<file path="src/rtl/id_disp_pkg.sv">
// Shared types and the seven-segment decoder for the ID scroller.
// Segments are active-low, packed as {g,f,e,d,c,b,a}.
package id_disp_pkg;
  typedef logic [6:0] seg7_t;
  localparam seg7_t SEG_BLANK = 7'h7F;

  typedef enum logic {SHOW, GAP} disp_state_t;

  // 0-9, A-E as hex letters; F is the blank glyph so IDs can pad with F.
  function automatic seg7_t hex_to_seg(input logic [3:0] d);
    case (d)
      4'h0: hex_to_seg = 7'h40;
      4'h1: hex_to_seg = 7'h79;
      4'h2: hex_to_seg = 7'h24;
      4'h3: hex_to_seg = 7'h30;
      4'h4: hex_to_seg = 7'h19;
      4'h5: hex_to_seg = 7'h12;
      4'h6: hex_to_seg = 7'h02;
      4'h7: hex_to_seg = 7'h78;
      4'h8: hex_to_seg = 7'h00;
      4'h9: hex_to_seg = 7'h10;
      4'hA: hex_to_seg = 7'h08;
      4'hB: hex_to_seg = 7'h03;
      4'hC: hex_to_seg = 7'h46;
      4'hD: hex_to_seg = 7'h21;
      4'hE: hex_to_seg = 7'h06;
      default: hex_to_seg = SEG_BLANK;
    endcase
  endfunction
endpackage

</file>
<file path="src/rtl/step_divider.sv">
// Scroll-step divider: one-cycle tick every DIV running cycles.
// run=0 freezes the count; reset_div=0 clears it and suppresses the tick.
module step_divider #(
  parameter int DIV = 4
) (
  input  logic clk_50M,
  input  logic reset,
  input  logic reset_div,
  input  logic run,
  output logic tick
);
  localparam int CW = (DIV > 1) ? $clog2(DIV) : 1;
  localparam logic [CW-1:0] LAST = CW'(DIV - 1);

  logic [CW-1:0] cnt;

  assign tick = reset_div && run && (cnt == LAST);

  always_ff @(posedge clk_50M or negedge reset) begin
    if (!reset)                 cnt <= '0;
    else if (!reset_div || tick) cnt <= '0;
    else if (run)               cnt <= cnt + 1'b1;
  end
endmodule

</file>
<file path="src/rtl/id_scroller.sv">
// Scrolls a NUM_DIGITS-digit ID across NUM_HEX seven-segment displays.
// Optional macro ID_BLINK_EN inserts a blank GAP step after each wrap.
module id_scroller
  import id_disp_pkg::*;
#(
  parameter int CLK_HZ     = 50_000_000,
  parameter int STEP_HZ    = 2,
  parameter int NUM_DIGITS = 7,
  parameter int NUM_HEX    = 6,
  parameter logic [4*NUM_DIGITS-1:0] ID = 28'h7654321,
  localparam int PW = (NUM_DIGITS > 1) ? $clog2(NUM_DIGITS) : 1
) (
  input  logic                 clk_50M,
  input  logic                 reset,
  input  logic                 reset_div,
  input  logic                 run,
  output logic [7*NUM_HEX-1:0] hex_out,
  output logic [PW-1:0]        pos,
  output logic                 wrap
);
  localparam int DIV = CLK_HZ / STEP_HZ;
  localparam int W1  = PW + 1;
  localparam int NSL = 2 ** PW;
  localparam logic [PW-1:0] POS_LAST = PW'(NUM_DIGITS - 1);

  logic tick, blank, last;
  logic [PW-1:0] pos_r, pos_nx;
  logic wrap_r, wrap_nx;
  seg7_t [NUM_HEX-1:0] hex_r, hex_nx;
  logic [3:0] digits [NSL];

  step_divider #(.DIV(DIV)) u_div (
    .clk_50M  (clk_50M),
    .reset    (reset),
    .reset_div(reset_div),
    .run      (run),
    .tick     (tick)
  );

  assign last = (pos_r == POS_LAST);

  // Unused slots of the power-of-two table read as blank; they are never selected.
  for (genvar i = 0; i < NSL; i++) begin : g_dig
    if (i < NUM_DIGITS) begin : g_id
      assign digits[i] = ID[4*i +: 4];
    end else begin : g_pad
      assign digits[i] = 4'hF;
    end
  end

`ifdef ID_BLINK_EN
  disp_state_t state, state_nx;

  always_ff @(posedge clk_50M or negedge reset) begin
    if (!reset) state <= SHOW;
    else        state <= state_nx;
  end

  always_comb begin
    state_nx = state;
    pos_nx   = pos_r;
    wrap_nx  = 1'b0;
    if (tick) begin
      case (state)
        SHOW: if (last) begin
          state_nx = GAP;
          pos_nx   = '0;
          wrap_nx  = 1'b1;
        end else begin
          pos_nx = pos_r + 1'b1;
        end
        GAP: state_nx = SHOW;  // leave the gap on window 0, no increment
        default: state_nx = SHOW;
      endcase
    end
  end

  assign blank = (state == GAP);
`else
  always_comb begin
    pos_nx  = pos_r;
    wrap_nx = 1'b0;
    if (tick) begin
      if (last) begin
        pos_nx  = '0;
        wrap_nx = 1'b1;
      end else begin
        pos_nx = pos_r + 1'b1;
      end
    end
  end

  assign blank = 1'b0;
`endif

  // HEX k shows digit (pos + NUM_HEX-1-k) mod NUM_DIGITS; one conditional subtract suffices.
  for (genvar k = 0; k < NUM_HEX; k++) begin : g_hex
    localparam int OFF = (NUM_HEX - 1 - k) % NUM_DIGITS;
    logic [W1-1:0] sum;
    logic [PW-1:0] idx;
    assign sum = {1'b0, pos_r} + W1'(OFF);
    assign idx = (sum >= W1'(NUM_DIGITS)) ? PW'(sum - W1'(NUM_DIGITS)) : sum[PW-1:0];
    assign hex_nx[k] = blank ? SEG_BLANK : hex_to_seg(digits[idx]);
  end

  always_ff @(posedge clk_50M or negedge reset) begin
    if (!reset) begin
      pos_r  <= '0;
      wrap_r <= 1'b0;
      hex_r  <= {NUM_HEX{SEG_BLANK}};
    end else begin
      pos_r  <= pos_nx;
      wrap_r <= wrap_nx;
      hex_r  <= hex_nx;
    end
  end

  assign pos     = pos_r;
  assign wrap    = wrap_r;
  assign hex_out = hex_r;
endmodule

</file>
<file path="config.mk">
export PLATFORM = sky130hd
export DESIGN_NAME = id_scroller
export DESIGN_NICKNAME = d
export VERILOG_FILES = /design/src/rtl/id_disp_pkg.sv /design/src/rtl/step_divider.sv /design/src/rtl/id_scroller.sv
export SDC_FILE = /design/constraint.sdc
export NUM_CORES = 1
export LEC_CHECK = 0
export CAP_MARGIN = 20
export CORE_ASPECT_RATIO = 0.8
export CORE_MARGIN = 3
export CORE_UTILIZATION = 30
export CTS_BUF_LIST = sky130_fd_sc_hd__clkbuf_8
export DETAILED_ROUTE_END_ITERATION = 12
export PLACE_DENSITY = 0.55
export RECOVER_POWER = 100
export SLEW_MARGIN = 20
export SYNTH_ARGS = -nofsm -noshare
export SYNTH_HDL_FRONTEND = slang
export SYNTH_HIERARCHICAL = 1
export SYNTH_SLANG_ARGS = --single-unit
</file>
<file path="constraint.sdc">
create_clock -name clk_50M -period 7.8 [get_ports clk_50M]
set_input_delay 1.56 -clock clk_50M [delete_from_list [all_inputs] [get_ports clk_50M]]
set_output_delay 1.56 -clock clk_50M [all_outputs]
set_load 0.02 [all_outputs]
</file>
Word-level counts from Yosys, hierarchy flattened
Memory sizes are Yosys's and may differ from the RTL's. A register that Yosys moved wholly into a read port is not among the register bits.
Index checks and enable logic that the tools add are counted.
{"block": "totals", "reg_bits": 29, "romBits": 864, "in_bits": 4, "out_inout_bits": 46, "elab_cells": 82, "n_memories": 12}
{"memory": "(name not given)", "depth": 16, "word_bits": 7, "rd": 1, "rd_ports_with_merged_regs": 1, "wr": 0, "line": "id_disp_pkg.sv:11", "source": "case (d)"}
{"memory": "(name not given)", "depth": 16, "word_bits": 7, "rd": 1, "rd_ports_with_merged_regs": 1, "wr": 0, "line": "id_disp_pkg.sv:11"}
{"memory": "(name not given)", "depth": 16, "word_bits": 7, "rd": 1, "rd_ports_with_merged_regs": 1, "wr": 0, "line": "id_disp_pkg.sv:11"}
{"memory": "(name not given)", "depth": 16, "word_bits": 7, "rd": 1, "rd_ports_with_merged_regs": 1, "wr": 0, "line": "id_disp_pkg.sv:11"}
{"memory": "(name not given)", "depth": 16, "word_bits": 7, "rd": 1, "rd_ports_with_merged_regs": 1, "wr": 0, "line": "id_disp_pkg.sv:11"}
{"memory": "(name not given)", "depth": 16, "word_bits": 7, "rd": 1, "rd_ports_with_merged_regs": 1, "wr": 0, "line": "id_disp_pkg.sv:11"}
{"memory": "+6 memories"}
{"block": "op_classes", "n_addsub": 13, "order_cmp": 12, "eq_ne": 2, "mux": 23, "bitwise": 6, "n_reduce_logical": 11}
{"op": "$mux 25", "count": 2}
{"op": "$mux 4", "count": 12}
{"op": "$add 25x1->25 const B", "count": 1}
{"op": "$eq 25x25->1 const B", "count": 1}
{"op": "$ge 4x4->1 const B", "count": 6}
{"op": "$not 3->4", "count": 6}
{"op": "$mux 3", "count": 7}
{"op": "$ge 4x3->1 const B", "count": 5}
{"op": "$sub 3x3->3 const B", "count": 6}
{"op": "$add 3x2->4 const B", "count": 2}
{"op": "$add 3x3->4 const B", "count": 2}
{"op": "$logic_not 1->1", "count": 7}
{"op": "$add 3x1->4 const B", "count": 1}
{"op": "$add 3x1->3 const B", "count": 1}
{"op": "$eq 3x3->1 const B", "count": 1}
{"op": "$ge 3x3->1 const B", "count": 1}
{"op": "$logic_and 1x1->1", "count": 2}
{"op": "$mux 1", "count": 2}
{"op": "$reduce_bool 2->1", "count": 1}
{"op": "$logic_or 1x1->1", "count": 1}

Logic depth before layout (Yosys ltp)
{"block": "logic_depth", "word_depth": 7, "mapped_depth": 15, "ltp_nobuf": 13}

By module
The synthesis kept the hierarchy.
{"module": "id_scroller", "instances": 1, "cells_per_inst": 326, "area_per_inst_um2": 3191.8, "seq_area_each_um2": 1203.7}
{"module": "step_divider", "instances": 1, "cells_per_inst": 140, "area_per_inst_um2": 1341.3, "seq_area_each_um2": 625.6}

Worst setup path before layout
Ideal clock, no wire load.
{"block": "synth_timing", "path_kind": "input to register", "start": "in run", "end": "reg wrap_r, in the netlist wrap", "setup_ns": 0.068, "arrival_time_ns": 2.979, "required_time_ns": 7.732, "setup_slack_ns": 4.752, "cell_stages": 5, "path_buffers": 1, "cell_sequence": "buf_4 nand2_1 or3_1 nor4_1 and3_1"}
{"block": "synth_between", "elab_chain_len": 3}
{"item": "from (decl)", "line": "id_scroller.sv:16", "source": "input logic run,"}
{"item": "$logic_and 1x1->1 (2 in a row)", "line": "step_divider.sv:17", "source": "assign tick = reset_div && run && (cnt == LAST);"}
{"item": "via tick", "line": "id_scroller.sv:26", "source": "logic tick, blank, last;"}
{"item": "$mux 1", "line": "id_scroller.sv:83", "source": "if (tick) begin"}
{"item": "via wrap_nx", "line": "id_scroller.sv:28", "source": "logic wrap_r, wrap_nx;"}
{"item": "to (signal assigned)", "line": "id_scroller.sv:113", "source": "wrap_r <= wrap_nx;"}
{"item": "to (decl)", "line": "id_scroller.sv:28"}
The timed path passes the listed nets, and every way through them passes these cells.
A chain may end at the register's enable or synchronous reset.

Final worst setup path
{"block": "layout_timing", "start": "in run", "end": "reg u_div.cnt[4]"}
{"block": "layout_between", "elab_chain_len": 4, "elab_cells_between_ends": 5, "classes_between": "1 x mux; 4 x reduce/logical"}
{"item": "$logic_and 1x1->1 (2 in a row)", "line": "step_divider.sv:17"}
{"item": "$logic_or 1x1->1", "line": "step_divider.sv:21", "source": "else if (!reset_div || tick) cnt <= '0;"}
{"item": "$mux 25 / $reduce_bool 2->1 (equally long branches)"}
{"item": "to (signal assigned)", "line": "step_divider.sv:22", "source": "else if (run) cnt <= cnt + 1'b1;"}
{"item": "to (decl)", "line": "step_divider.sv:15", "source": "logic [CW-1:0] cnt;"}
Parallel ways exist; a longest one is shown, timed or not.

==> flow_metrics.env <==
export IMPL_synth_ff_type="dfstp_2"
export IMPL_post_cts_buffers=0
export IMPL_p_int_mw=0.525
export IMPL_core_area_um2=14500
export IMPL_fin_crit_ps=4740
export IMPL_grt_pass1_vias=3406
export IMPL_register_area_um2=1830
export IMPL_ctsHoldBuffers=0
export IMPL_track_usage=0.131
export IMPL_die_w_um=143
export IMPL_tritoncts="done"
export IMPL_rrSetupSlack_ps=3250
export IMPL_critical_path_max_stage_delay_ps=1350
export IMPL_path_buf_inv=2
export IMPL_start_util=0.312
export IMPL_yosys_area_top_type_share=0.243
export IMPL_overflow=0
export IMPL_crit_reg2reg_launch="pos[0]"
export IMPL_crit_family="compound AO/OA/AOI/OAI gates"
export IMPL_cap_violations=2
export IMPL_synthTopCellsByCount="dfstp_2, nand2_1, ha_1"
export IMPL_min_delay_worst_endpoint="u_div/cnt[22]"
export IMPL_htree_num_levels=3
export IMPL_r2r_end="hex_out[2]"
export IMPL_reg2regPathDepth=10
export IMPL_hold_path_startpoint="u_div/cnt[22]"
export IMPL_fmax_mhz=211
export IMPL_synth_area_um2=4530
export IMPL_cp_slowest_cell="o41ai_1"
export IMPL_setup_viol=0
export IMPL_via_count=3541
export IMPL_cellPowerDensity_nw_per_um2=128
export IMPL_crit_required_ps=8010
export IMPL_fillers=1486
export IMPL_n_antenna_cell=0
export IMPL_io_pins=50
export IMPL_dr_pass1_iters=4
export IMPL_place_hpwl_um=7310
export IMPL_synth_fp_nets=510
export IMPL_relSlewSlack=-1.49
export IMPL_wl_per_cell_um=14.9
export IMPL_yosysWarnings=6
export IMPL_area_growth_pct=16.8
export IMPL_crit_path_end_kind="flip-flop"
export IMPL_synth_area_leaders="dfstp_2, dfrtp_1, ha_1, o21ai_0, nand2_1"
export IMPL_syn_avg_cell_area_um2=9.73
export IMPL_synth_cell_type_count=71
export IMPL_layout_drive_gt1_share=0.134
export IMPL_cts_sinks=71
export IMPL_setup_tns_ps=0
export IMPL_antenna_left=0
export IMPL_ys_ff_latch=71
export IMPL_antenna_found_initial=0
export IMPL_yosysSeqAreaShare=0.404
export IMPL_yosysTopAreaCell="dfstp_2"
export IMPL_final_cell_area_um2=5290
export IMPL_place_area_um2=5150
export IMPL_hold_depth=2
export IMPL_finalNetCount=554
export IMPL_pwr_share_clk=0.433
export IMPL_combPwrFrac=0.020
export IMPL_p_sw_frac=0.226
export IMPL_first_iter_violations=225
export IMPL_drc_errors=0
export IMPL_leakage_nw=2.21
export IMPL_multi_input_area_um2=2440
export IMPL_fp_row_count=39
export IMPL_tightestPinTransition_ps=3740
export IMPL_hold_class="reg -> reg"
export IMPL_detail_route_wirelength_um=10400
export IMPL_arrival_ps=4960
export IMPL_p_seq_frac=0.547
export IMPL_clock_path_buffers=2
export IMPL_synthCells=466
export IMPL_synthArstFlopShare=1.00
export IMPL_die_area_um2=16600
export IMPL_place_gp_congestion=0.819
export IMPL_rsz0062_at_grt="false"
export IMPL_clock_latency_ps=360
export IMPL_post_cts_resized=0
export IMPL_cts_made_buffers=9
export IMPL_clk_pin_slew_ps=70
export IMPL_slew_violations=83
export IMPL_violations="capacitance limit, slew limit"
export IMPL_min_period_over_period=0.608
export IMPL_ir_worst_vdd_mv=0.0698
export IMPL_status="complete, but fails checks"
export IMPL_crit_path_max_fanout=16
export IMPL_cts_root_buffer="clkbuf_8"
export IMPL_cp_start_kind="input port"
export IMPL_vias_per_cell=5.07
export IMPL_synth_edff_count=0
export IMPL_grt_max_degree=72
export IMPL_die_h_um=116
export IMPL_worstSetupPathType="in -> reg"
export IMPL_yosysMostFrequentCell="dfstp_2"
export IMPL_worstPathCellList="dlygate4sd3_1, nand2_1, or3_1, o41ai_1, clkbuf_1, nor2_1"
export IMPL_p_switching_mw=0.154
export IMPL_skew_ps=8.04
export IMPL_hold_viol_final=0
export IMPL_grt_first_pass_wirelength_um=17300
export IMPL_portBuffers=49
-- stage by stage --
| step | worst slack [ps] | hold WS, ps | cells | util | total power, mW |
|---|---|---|---|---|---|
| final | 3060 | 557 | 699 | 0.364 | 0.679 |
| after global routing | 2140 | 594 | 699 | 0.364 | 0.714 |
| after CTS | 3990 | 561 | 699 | 0.367 | 0.696 |
| after detailed placement | 3720 | 550 | 683 | 0.354 | 0.394 |
| after global placement | 3900 | 531 | 683 | 0.354 | 0.393 |
| after floorplan | 4750 | 510 | 466 | - | 0.384 |
-- routing by layer --
layer,up-vias,global-route usage,share of wire
li1,1742,-,-
met4,0,0.0414,0.013
met3,9,0.0388,0.045
met5,-,0,0
met1,1728,0.184,0.50
met2,62,0.196,0.44
-- power groups by stage --
| stage | combinational, mW | clock (mW) | sequential, mW |
|---|---|---|---|
| global route | 0.0167 | 0.326 | 0.371 |
| CTS | 0.0160 | 0.309 | 0.371 |
| floorplan | 0.00607 | 0 | 0.377 |
| global placement | 0.0153 | 0 | 0.378 |
| finish | 0.0139 | 0.294 | 0.371 |
| detailed placement | 0.0160 | 0 | 0.378 |
-- state kept, by name, indices dropped and copies added, names as in the netlist --
signal / count
wrap: 1
u_div/cnt: 25
hex_out: 42
pos: 3
-- cell usage in the layout, fill, tap and decap left out, drive strengths merged, types with 5 or more instances in the layout --
master / Yosys / routed
nand2b: 5 / 5
ha: 39 / 39
inv: 28 / 30
dfstp: 42 / 42
nand2: 40 / 40
nand4: 10 / 10
o31ai: 6 / 6
xnor2: 18 / 18
xor2: 8 / 8
nand3: 15 / 15
clkbuf: 6 / 13
dlygate4sd3: 0 / 47
dfrtp: 29 / 29
a21oi: 30 / 30
nor2: 37 / 37
mux2i: 16 / 16
o21ai: 35 / 35
or3: 15 / 15
or4: 5 / 5
nor3: 8 / 8
-- cell type report --
type / count / area share
Sequential cell: 71 / 0.346
Timing Repair Buffer: 52 / 0.0939
Clock inverter: 6 / 0.00993
Inverter: 28 / 0.0199
Multi-Input combinational cell: 348 / 0.461
Clock buffer: 10 / 0.0260
Tap cell: 184 / 0.0435
-- cells by family (layout without fill, tap and decap cells) --
| family | count (synthesis) | count (layout) | share of synthesized area |
|---|---|---|---|
| fa+ha+maj | 41 | 41 | 0.114 |
| compound gates | 107 | 107 | 0.156 |
| simple gates | 156 | 156 | 0.177 |
| flops | 71 | 71 | 0.404 |
| buf+inv | 47 | 96 | 0.0505 |
| xor+xnor | 26 | 26 | 0.0519 |
| mux | 18 | 18 | 0.0464 |
-- worst reg2reg max path, cell delays in order, from the launching register on --
cell,delay (ps)
dfrtp_1,320
clkbuf_1,870
inv_1,460
ha_1,560
nor2b_1,260
o31ai_1,750
inv_1,240
ha_1,390
nand2_1,70
o21ai_0,140
o41ai_1,390
-- worst max-delay path by stage --
stage	to	depth (start not counted)	slack (ps)	from
after floorplan	wrap	5	4750	run
after global placement	u_div/cnt[4]	6	3900	run
after detailed placement	pos[2]	6	3720	run
after CTS	hex_out[2]	9	3990	pos[2]
after global routing	pos[2]	2	2140	reset
final	u_div/cnt[4]	6	3060	run
Note: power is estimated with default switching activity, not from simulation.
